**src/rtl/stack_ctrl_pkg.sv**
```systemverilog
// Shared encodings for the stack-access sequencer and the external stack-pointer block.
package stack_ctrl_pkg;

    localparam int unsigned OP_W = 2;
    localparam int unsigned SRC_W = 2;
    localparam int unsigned ST_W = 3;

    localparam logic [OP_W-1:0] OP_NOP  = 2'b00;
    localparam logic [OP_W-1:0] OP_PUSH = 2'b01;
    localparam logic [OP_W-1:0] OP_POP  = 2'b10;
    localparam logic [OP_W-1:0] OP_PEEK = 2'b11;

    localparam logic [SRC_W-1:0] SP_HOLD = 2'b00;
    localparam logic [SRC_W-1:0] SP_INC  = 2'b01;
    localparam logic [SRC_W-1:0] SP_DEC  = 2'b10;

    localparam logic [ST_W-1:0] ST_IDLE     = 3'd0;
    localparam logic [ST_W-1:0] ST_PUSH_MEM = 3'd1;
    localparam logic [ST_W-1:0] ST_SP_INC   = 3'd2;
    localparam logic [ST_W-1:0] ST_SP_DEC   = 3'd3;
    localparam logic [ST_W-1:0] ST_RD_MEM   = 3'd4;
    localparam logic [ST_W-1:0] ST_RESP     = 3'd5;

    function automatic logic st_mem_req(input logic [ST_W-1:0] st);
        return (st == ST_PUSH_MEM) || (st == ST_RD_MEM);
    endfunction

endpackage

```
**src/rtl/stack_ctrl.sv**
```systemverilog
// Push/pop/peek sequencer: issues the data-memory access and steps the external stack pointer.
// Every output is registered from the next state so it is glitch-free toward memory and the pointer block.
module stack_ctrl
    import stack_ctrl_pkg::*;
#(
    parameter int unsigned       DATA_W   = 16,
    parameter logic [DATA_W-1:0] SP_BASE  = DATA_W'(16'h0000),
    parameter logic [DATA_W-1:0] SP_LIMIT = DATA_W'(16'h00FF)
) (
    input  logic              clock,
    input  logic              reset,
    input  logic              cmd_valid,
    output logic              cmd_ready,
    input  logic [1:0]        cmd_op,
    input  logic [DATA_W-1:0] cmd_wdata,
    output logic              rsp_valid,
    output logic [DATA_W-1:0] rsp_rdata,
    output logic              rsp_err,
    output logic              err_overflow,
    output logic              err_underflow,
    input  logic              err_clear,
    input  logic [DATA_W-1:0] spCur,
    output logic [1:0]        spSrc,
    output logic              spWrite,
    output logic              mem_req,
    output logic              mem_we,
    output logic [DATA_W-1:0] mem_addr,
    output logic [DATA_W-1:0] mem_wdata,
    input  logic              mem_ack,
    input  logic [DATA_W-1:0] mem_rdata
);

    logic [ST_W-1:0]   r_state;
    logic              r_cmd_ready;
    logic              r_rsp_valid;
    logic              r_rsp_err;
    logic [DATA_W-1:0] r_rsp_rdata;
    logic              r_err_overflow;
    logic              r_err_underflow;
    logic [1:0]        r_sp_src;
    logic              r_sp_write;
    logic              r_mem_req;
    logic              r_mem_we;
    logic [DATA_W-1:0] r_mem_addr;
    logic [DATA_W-1:0] r_mem_wdata;

    logic [ST_W-1:0]   w_state_nxt;
    logic              w_rsp_err_nxt;
    logic [DATA_W-1:0] w_rsp_rdata_nxt;
    logic [DATA_W-1:0] w_mem_addr_nxt;
    logic [DATA_W-1:0] w_mem_wdata_nxt;
    logic              w_ovf_set;
    logic              w_unf_set;
    logic [DATA_W-1:0] w_sp_minus1;

    // Modulo arithmetic; only issued when the stack is non-empty.
    assign w_sp_minus1 = spCur - DATA_W'(1);

    // Next-state and next-output decode.
    always_comb begin
        w_state_nxt     = r_state;
        w_rsp_err_nxt   = 1'b0;
        w_rsp_rdata_nxt = r_rsp_rdata;
        w_mem_addr_nxt  = r_mem_addr;
        w_mem_wdata_nxt = r_mem_wdata;
        w_ovf_set       = 1'b0;
        w_unf_set       = 1'b0;
        case (r_state)
            ST_IDLE: begin
                if (cmd_valid && r_cmd_ready) begin
                    case (cmd_op)
                        OP_PUSH: begin
                            if (spCur == SP_LIMIT) begin
                                w_state_nxt   = ST_RESP;
                                w_rsp_err_nxt = 1'b1;
                                w_ovf_set     = 1'b1;
                            end else begin
                                w_state_nxt     = ST_PUSH_MEM;
                                w_mem_addr_nxt  = spCur;
                                w_mem_wdata_nxt = cmd_wdata;
                            end
                        end
                        OP_POP: begin
                            if (spCur == SP_BASE) begin
                                w_state_nxt   = ST_RESP;
                                w_rsp_err_nxt = 1'b1;
                                w_unf_set     = 1'b1;
                            end else begin
                                w_state_nxt = ST_SP_DEC;
                            end
                        end
                        OP_PEEK: begin
                            if (spCur == SP_BASE) begin
                                w_state_nxt   = ST_RESP;
                                w_rsp_err_nxt = 1'b1;
                                w_unf_set     = 1'b1;
                            end else begin
                                w_state_nxt    = ST_RD_MEM;
                                w_mem_addr_nxt = w_sp_minus1;
                            end
                        end
                        default: w_state_nxt = ST_RESP;
                    endcase
                end
            end
            ST_PUSH_MEM: if (mem_ack) w_state_nxt = ST_SP_INC;
            ST_SP_INC:   w_state_nxt = ST_RESP;
            ST_SP_DEC: begin
                // The pointer block decrements on this same edge, so spCur-1 is the updated value.
                w_state_nxt    = ST_RD_MEM;
                w_mem_addr_nxt = w_sp_minus1;
            end
            ST_RD_MEM: begin
                if (mem_ack) begin
                    w_state_nxt     = ST_RESP;
                    w_rsp_rdata_nxt = mem_rdata;
                end
            end
            ST_RESP: w_state_nxt = ST_IDLE;
            default: w_state_nxt = ST_IDLE;
        endcase
    end

    // State and registered outputs; sticky error set has priority over clear.
    always_ff @(posedge clock or posedge reset) begin
        if (reset) begin
            r_state         <= ST_IDLE;
            r_cmd_ready     <= 1'b1;
            r_rsp_valid     <= 1'b0;
            r_rsp_err       <= 1'b0;
            r_rsp_rdata     <= '0;
            r_err_overflow  <= 1'b0;
            r_err_underflow <= 1'b0;
            r_sp_src        <= SP_HOLD;
            r_sp_write      <= 1'b0;
            r_mem_req       <= 1'b0;
            r_mem_we        <= 1'b0;
            r_mem_addr      <= '0;
            r_mem_wdata     <= '0;
        end else begin
            r_state         <= w_state_nxt;
            r_cmd_ready     <= (w_state_nxt == ST_IDLE);
            r_rsp_valid     <= (w_state_nxt == ST_RESP);
            r_rsp_err       <= w_rsp_err_nxt;
            r_rsp_rdata     <= w_rsp_rdata_nxt;
            r_err_overflow  <= w_ovf_set | (r_err_overflow & ~err_clear);
            r_err_underflow <= w_unf_set | (r_err_underflow & ~err_clear);
            r_sp_src        <= (w_state_nxt == ST_SP_INC) ? SP_INC :
                               (w_state_nxt == ST_SP_DEC) ? SP_DEC : SP_HOLD;
            r_sp_write      <= (w_state_nxt == ST_SP_INC) || (w_state_nxt == ST_SP_DEC);
            r_mem_req       <= st_mem_req(w_state_nxt);
            r_mem_we        <= (w_state_nxt == ST_PUSH_MEM);
            r_mem_addr      <= w_mem_addr_nxt;
            r_mem_wdata     <= w_mem_wdata_nxt;
        end
    end

    assign cmd_ready     = r_cmd_ready;
    assign rsp_valid     = r_rsp_valid;
    assign rsp_err       = r_rsp_err;
    assign rsp_rdata     = r_rsp_rdata;
    assign err_overflow  = r_err_overflow;
    assign err_underflow = r_err_underflow;
    assign spSrc         = r_sp_src;
    assign spWrite       = r_sp_write;
    assign mem_req       = r_mem_req;
    assign mem_we        = r_mem_we;
    assign mem_addr      = r_mem_addr;
    assign mem_wdata     = r_mem_wdata;

endmodule

```
**config.mk**
```make
export PLATFORM = sky130hd
export DESIGN_NAME = stack_ctrl
export DESIGN_NICKNAME = d
export VERILOG_FILES = /design/src/rtl/stack_ctrl_pkg.sv /design/src/rtl/stack_ctrl.sv
export SDC_FILE = /design/constraint.sdc
export NUM_CORES = 1
export LEC_CHECK = 0
export ABC_AREA = 1
export CORE_ASPECT_RATIO = 0.5
export CORE_UTILIZATION = 40
export CTS_CLUSTER_DIAMETER = 120
export DETAILED_ROUTE_END_ITERATION = 12
export PLACE_DENSITY = 0.83
export SLEW_MARGIN = 40
export SYNTH_ARGS = -nofsm -noshare
export SYNTH_HDL_FRONTEND = slang
export SYNTH_SLANG_ARGS = --single-unit
```
**constraint.sdc**
```tcl
create_clock -name clock -period 2.49 [get_ports clock]
set_input_delay 0.3735 -clock clock [delete_from_list [all_inputs] [get_ports clock]]
set_output_delay 0.3735 -clock clock [all_outputs]
set_load 0.005 [all_outputs]
```
* Yosys cells after proc, flatten, opt, wreduce, memory -nomap -nowiden *
Cells that the tools add are included.

operators by class
  reductions and logical operators = 11
  add/sub/neg operators = 1
  bitwise gates (word level) = 6
  equal/unequal tests = 17
  mux-type cells = 26

operators with widths
  cell                                                                     number
  16-bit one-hot mux with 2 select lines                                   2
  16-bit two-way mux                                                       3
  16-bit by 8-bit equality test with 1-bit output, second input constant   1
  16-bit zero test                                                         1
  16-bit by 1-bit subtractor with 16-bit output, second input constant     1
  3-bit two-way mux                                                        5
  3-bit one-hot mux with 5 select lines                                    1
  3-bit by 2-bit equality test with 1-bit output, second input constant    4
  1-bit two-way mux                                                        11
  3-bit equality test, second input constant                               3
  3-bit one-hot mux with 3 select lines                                    1
  3-bit by 1-bit equality test with 1-bit output, second input constant    2
  3-bit zero test                                                          2
  3-bit inequality test, second input constant                             2
  5-bit AND reduction                                                      1
  2-bit equality test, second input constant                               2
  2-bit two-way mux                                                        2
  4-bit AND reduction                                                      1
  3-bit by 1-bit inequality test with 1-bit output, second input constant  1
  1-bit bitwise AND                                                        2
  2-bit by 1-bit equality test with 1-bit output, second input constant    1
  1-bit logical OR                                                         2
  2-bit inequality test, second input constant                             1
  1-bit NOT                                                                2
  other kinds (6)                                                          7

word-level totals
  input port bits = 55
  output and inout bits = 58
  register bits = 61
  word-level logic and storage cells = 74

* Logic depth before layout (Yosys ltp) *
  depth in word-level cells = 8
  mapped depth = 11
  mapped depth without buffers = 11

* Least setup slack after synthesis *
No wires, ideal clock.

  kind = input to register
  from = in spCur[0]
  to = reg r_mem_addr[13] (netlist: mem_addr[13])
  arrival time = 1366 ps
  required time = 2374 ps
  slack = 1007 ps
  stages = 10
  buffers on the path = 1
  library setup time = 116 ps
  cell sequence = inv_1 ha_1 nand2_1 nor2_4 nand3_1 nand3_2 nand2_4 buf_6 nand2_1 nand2_1

on the way
  word-level cells in the longest chain between the ends = 5
  elaborated cells on any way between the ends = 10
  those cells by class = add/sub: 1; eq/ne: 3; mux: 4; reduce/logical: 2

RTL lines
  item                                           RTL line           source
  start, declared                                stack_ctrl.sv:22   input logic [DATA_W-1:0] spCur,
  16-bit by 1-bit subtractor with 16-bit output  stack_ctrl.sv:57   assign w_sp_minus1 = spCur - DATA_W'(1);
  16-bit two-way mux                             stack_ctrl.sv:93   if (spCur == SP_BASE) begin
  16-bit one-hot mux with 2 select lines         stack_ctrl.sv:71   case (cmd_op)
  16-bit two-way mux                             stack_ctrl.sv:70   if (cmd_valid && r_cmd_ready) begin
  16-bit one-hot mux with 2 select lines         stack_ctrl.sv:68   case (r_state)
  end signal, assigned                           stack_ctrl.sv:153  r_mem_addr <= w_mem_addr_nxt;
  end, declared                                  stack_ctrl.sv:44   logic [DATA_W-1:0] r_mem_addr;

Parallel ways exist; a longest one is shown, timed or not. The select of a mux whose other input is x is not followed.
A chain may end at the register's enable or synchronous reset.

* Final worst setup path *
  from = in spCur[0]
  to = reg r_mem_addr[2] (netlist: mem_addr[2])

The elaborated chain is that of the path after synthesis.

==> flow_summary.ini <==
[synth]
synthDominantAreaCellType = sky130_fd_sc_hd__dfrtp_1
synth_warnings = 0
synth_nets = 386
post-synth-top-count-cell = sky130_fd_sc_hd__nand2_1
synth_area_leaders = sky130_fd_sc_hd__dfrtp_1 (51%), sky130_fd_sc_hd__nand2_1 (11%), sky130_fd_sc_hd__inv_1 (6.6%)
distinct_cells_synth = 30
yosys-top-cells-count = sky130_fd_sc_hd__nand2_1 (86), sky130_fd_sc_hd__dfrtp_1 (60), sky130_fd_sc_hd__inv_1 (52), sky130_fd_sc_hd__nand3_1 (20), sky130_fd_sc_hd__nor2_1 (20)
dominantRegCellSynth = sky130_fd_sc_hd__dfrtp_1
synthesis.area_mm2 = 0.00295
synth-async-reset-ratio = 1.00
synth-seq-cells = 61
synth.yosys.seq_area_share = 0.519
postSynthCellCount = 329
avgSynthCellArea_um2 = 8.95
synth_top_area_share = 0.510
synth_enable_flop_cells = 0

[detailed_routing]
remaining_antenna_violation_count = 0
detail_route.first_pass.iterations = 5
drt-vias-per-instance = 4.72
dr_total_vias = 2570
drt_iter0_drc = 120
drc = 0
wl_um = 6920
route.detailed.wl_per_inst_um = 12.7

[layout]
num-nets-final = 505
antennaDiodeCount = 0
finish.utilization = 0.653
filler_cell_count = 567
regArea_mm2 = 0.00153
multi_input_combinational_cell_area_mm2 = 0.00115
drive_gt1_frac = 0.124
syn2layout_area_growth_pct = 52.7

[critical_path]
timing.critical_path.from_type = input pin
timing.critical_path.required_ns = 2.76
timing.setup.critical_path_class = in -> reg
crit_path_end = mem_addr[2]
timing.reg2reg.setup_slack_ns = 0.92
worstReg2RegStart = r_state[1]
timing.rr.end = mem_addr[2]
cp.arrival_ns = 2.10
worst_setup_path_end_kind = flip-flop
critical_path.startpoint = spCur[0]
r2r.worst_path.cells = 8
maximum_fanout_encountered_on_the_critical_timing_path = 17

[clock_network]
ctsHtreeMaxLevel = 3
cts_tree = built
ctsRootBufferMaster = sky130_fd_sc_hd__clkbuf_16
cts.clk_slew.worst_paths_ns = 0.05
hold_buffers = 0
clock_path_buffers = 2
ctsResizeCount = 0
insertion_delay_ns = 0.33
cts_setup_buffers = 0
tritoncts.num_buffers = 9
cts_num_sinks = 61

[placed_design]
finalWeightedCongestion = 0.843
io_buffers = 112
dpl_hpwl_um = 5020

[sta]
fin_setup_tns_ns = 0
worst_slew_margin_rel = 0.735
tightest_slew_ns = 0.394
post-route-period-util = 0.736
max_freq_mhz = 546
rsz0062_at_grt = no
timing_max_transition_violations_final = 0
setup_viol = 0
timing.final.crit_period_ns = 1.83
timing.clock.skew_ns = 0.00610
timing_hold_violations_final = 0

[min_path]
hp-class = in -> async

[run_status]
run_status = complete, no violations

[power]
leakage_power_nw = 2.14
vdd.ir_drop.worst_mv = 0.476
powerDensity_mw_per_mm2 = 1100

[global_routing]
globalRouteMet1Util = 0.235
grt_antenna_before_repair = 0
total_congestion_overflow_after_global_routing = 0
gr-usage-met3 = 0.0703
grt_most_used_layer = met2
via_count_of_the_first_global_routing_pass = 2382
global_route_wire_length_before_repair_um = 11200
global_route.usage.met2 = 0.305
grt_start_max_net_pins = 62
groute.usage.overall = 0.194

[die]
die_width_um = 123
die-height_um = 62.7
start_util = 0.428
core_area_mm2 = 0.00688
i_o_pins = 113
die-area_mm2 = 0.00773
fp-row-count = 21

[run]
max_cap_viols = 0
## worst min path at each step
stage / startpoint / to / slack (ns)
6_report: reset / rsp_rdata[15] / 0.43
2_1_floorplan: mem_addr[0] / mem_addr[0] / 0.46
5_1_grt: reset / rsp_rdata[15] / 0.48
4_1_cts: reset / rsp_rdata[15] / 0.44
3_5_place_dp: mem_addr[0] / mem_addr[0] / 0.47
3_3_place_gp: mem_addr[0] / mem_addr[0] / 0.46
## critical path: stages
cell and delay (ns):
sky130_fd_sc_hd__clkdlybuf4s50_1 0.45, sky130_fd_sc_hd__inv_1 0.12, sky130_fd_sc_hd__ha_1 0.18, sky130_fd_sc_hd__nand2_1 0.10
sky130_fd_sc_hd__nor2_4 0.19, sky130_fd_sc_hd__nand3_1 0.11, sky130_fd_sc_hd__nand3_2 0.10, sky130_fd_sc_hd__nand2_4 0.14
sky130_fd_sc_hd__inv_6 0.18, sky130_fd_sc_hd__nand2_1 0.08, sky130_fd_sc_hd__nand2_1 0.07
## layout by cell type, fill, tap and decap left out, types with 6 or more instances in the layout
master and count:
sky130_fd_sc_hd__xor2_1 10, sky130_fd_sc_hd__nand3_1 20, sky130_fd_sc_hd__clkbuf_16 9, sky130_fd_sc_hd__inv_1 51
sky130_fd_sc_hd__clkdlybuf4s50_1 112, sky130_fd_sc_hd__o21ai_0 19, sky130_fd_sc_hd__nand2_1 86, sky130_fd_sc_hd__nand2_2 8
sky130_fd_sc_hd__nor2_1 20, sky130_fd_sc_hd__dfrtp_1 60, sky130_fd_sc_hd__nand4_1 6, sky130_fd_sc_hd__mux2_2 16
## power breakdown
| part | internal [W] | switching (W) | leakage (nW) |
|---|---|---|---|
| Clock | 0.00100 | 0.000418 | 0.167 |
| Sequential | 0.00145 | 0.000254 | 0.760 |
| Combinational | 0.00112 | 0.000686 | 1.22 |
| Total | 0.00357 | 0.00136 | 2.14 |
## registers in the layout, indices dropped and copies added, names as in the netlist, 2 cells and up
name and count:
mem_addr 16, mem_wdata 16, rsp_rdata 16, r_state 3
spSrc 2
## logic make-up after synthesis
kind of cell,after synthesis,synth area share
AO/OA/AOI/OAI,22,0.0382
buffers and inverters,61,0.0913
adder cells (fa/ha/maj),2,0.00849
AND/OR/NAND/NOR,155,0.246
multiplexers,16,0.0612
flip-flops,61,0.519
XOR/XNOR,12,0.0357
## final cells by class
type	count	share of cell area
Clock inverter	4	0.0211
Clock buffer	12	0.0548
Inverter	54	0.0462
Sequential cell	61	0.340
Multi-Input combinational cell	207	0.255
Timing Repair Buffer	115	0.257
Tap cell	92	0.0256
## metal layers
layer / share of wire / wire length, um
met1: 0.44 / 3040
met2: 0.48 / 3340
met3: 0.057 / 392
met4: 0.021 / 147
met5: 0 / 0
## through the flow
step / power [W] / cell area (um2) / instances / setup WS (ns) / hold WS (ns)
final: 0.00493 / 4500 / 545 / 0.658 / 0.434
after global routing: 0.00524 / 4500 / 545 / 0.533 / 0.483
after CTS: 0.00499 / 4500 / 545 / 0.679 / 0.443
after detailed placement: 0.00354 / 4160 / 529 / 0.333 / 0.467
after global placement: 0.00347 / 4160 / 529 / 0.401 / 0.457
after floorplan: 0.00244 / 2950 / 329 / 0.605 / 0.465
No activity file was read; power rests on OpenSTA's default activity.
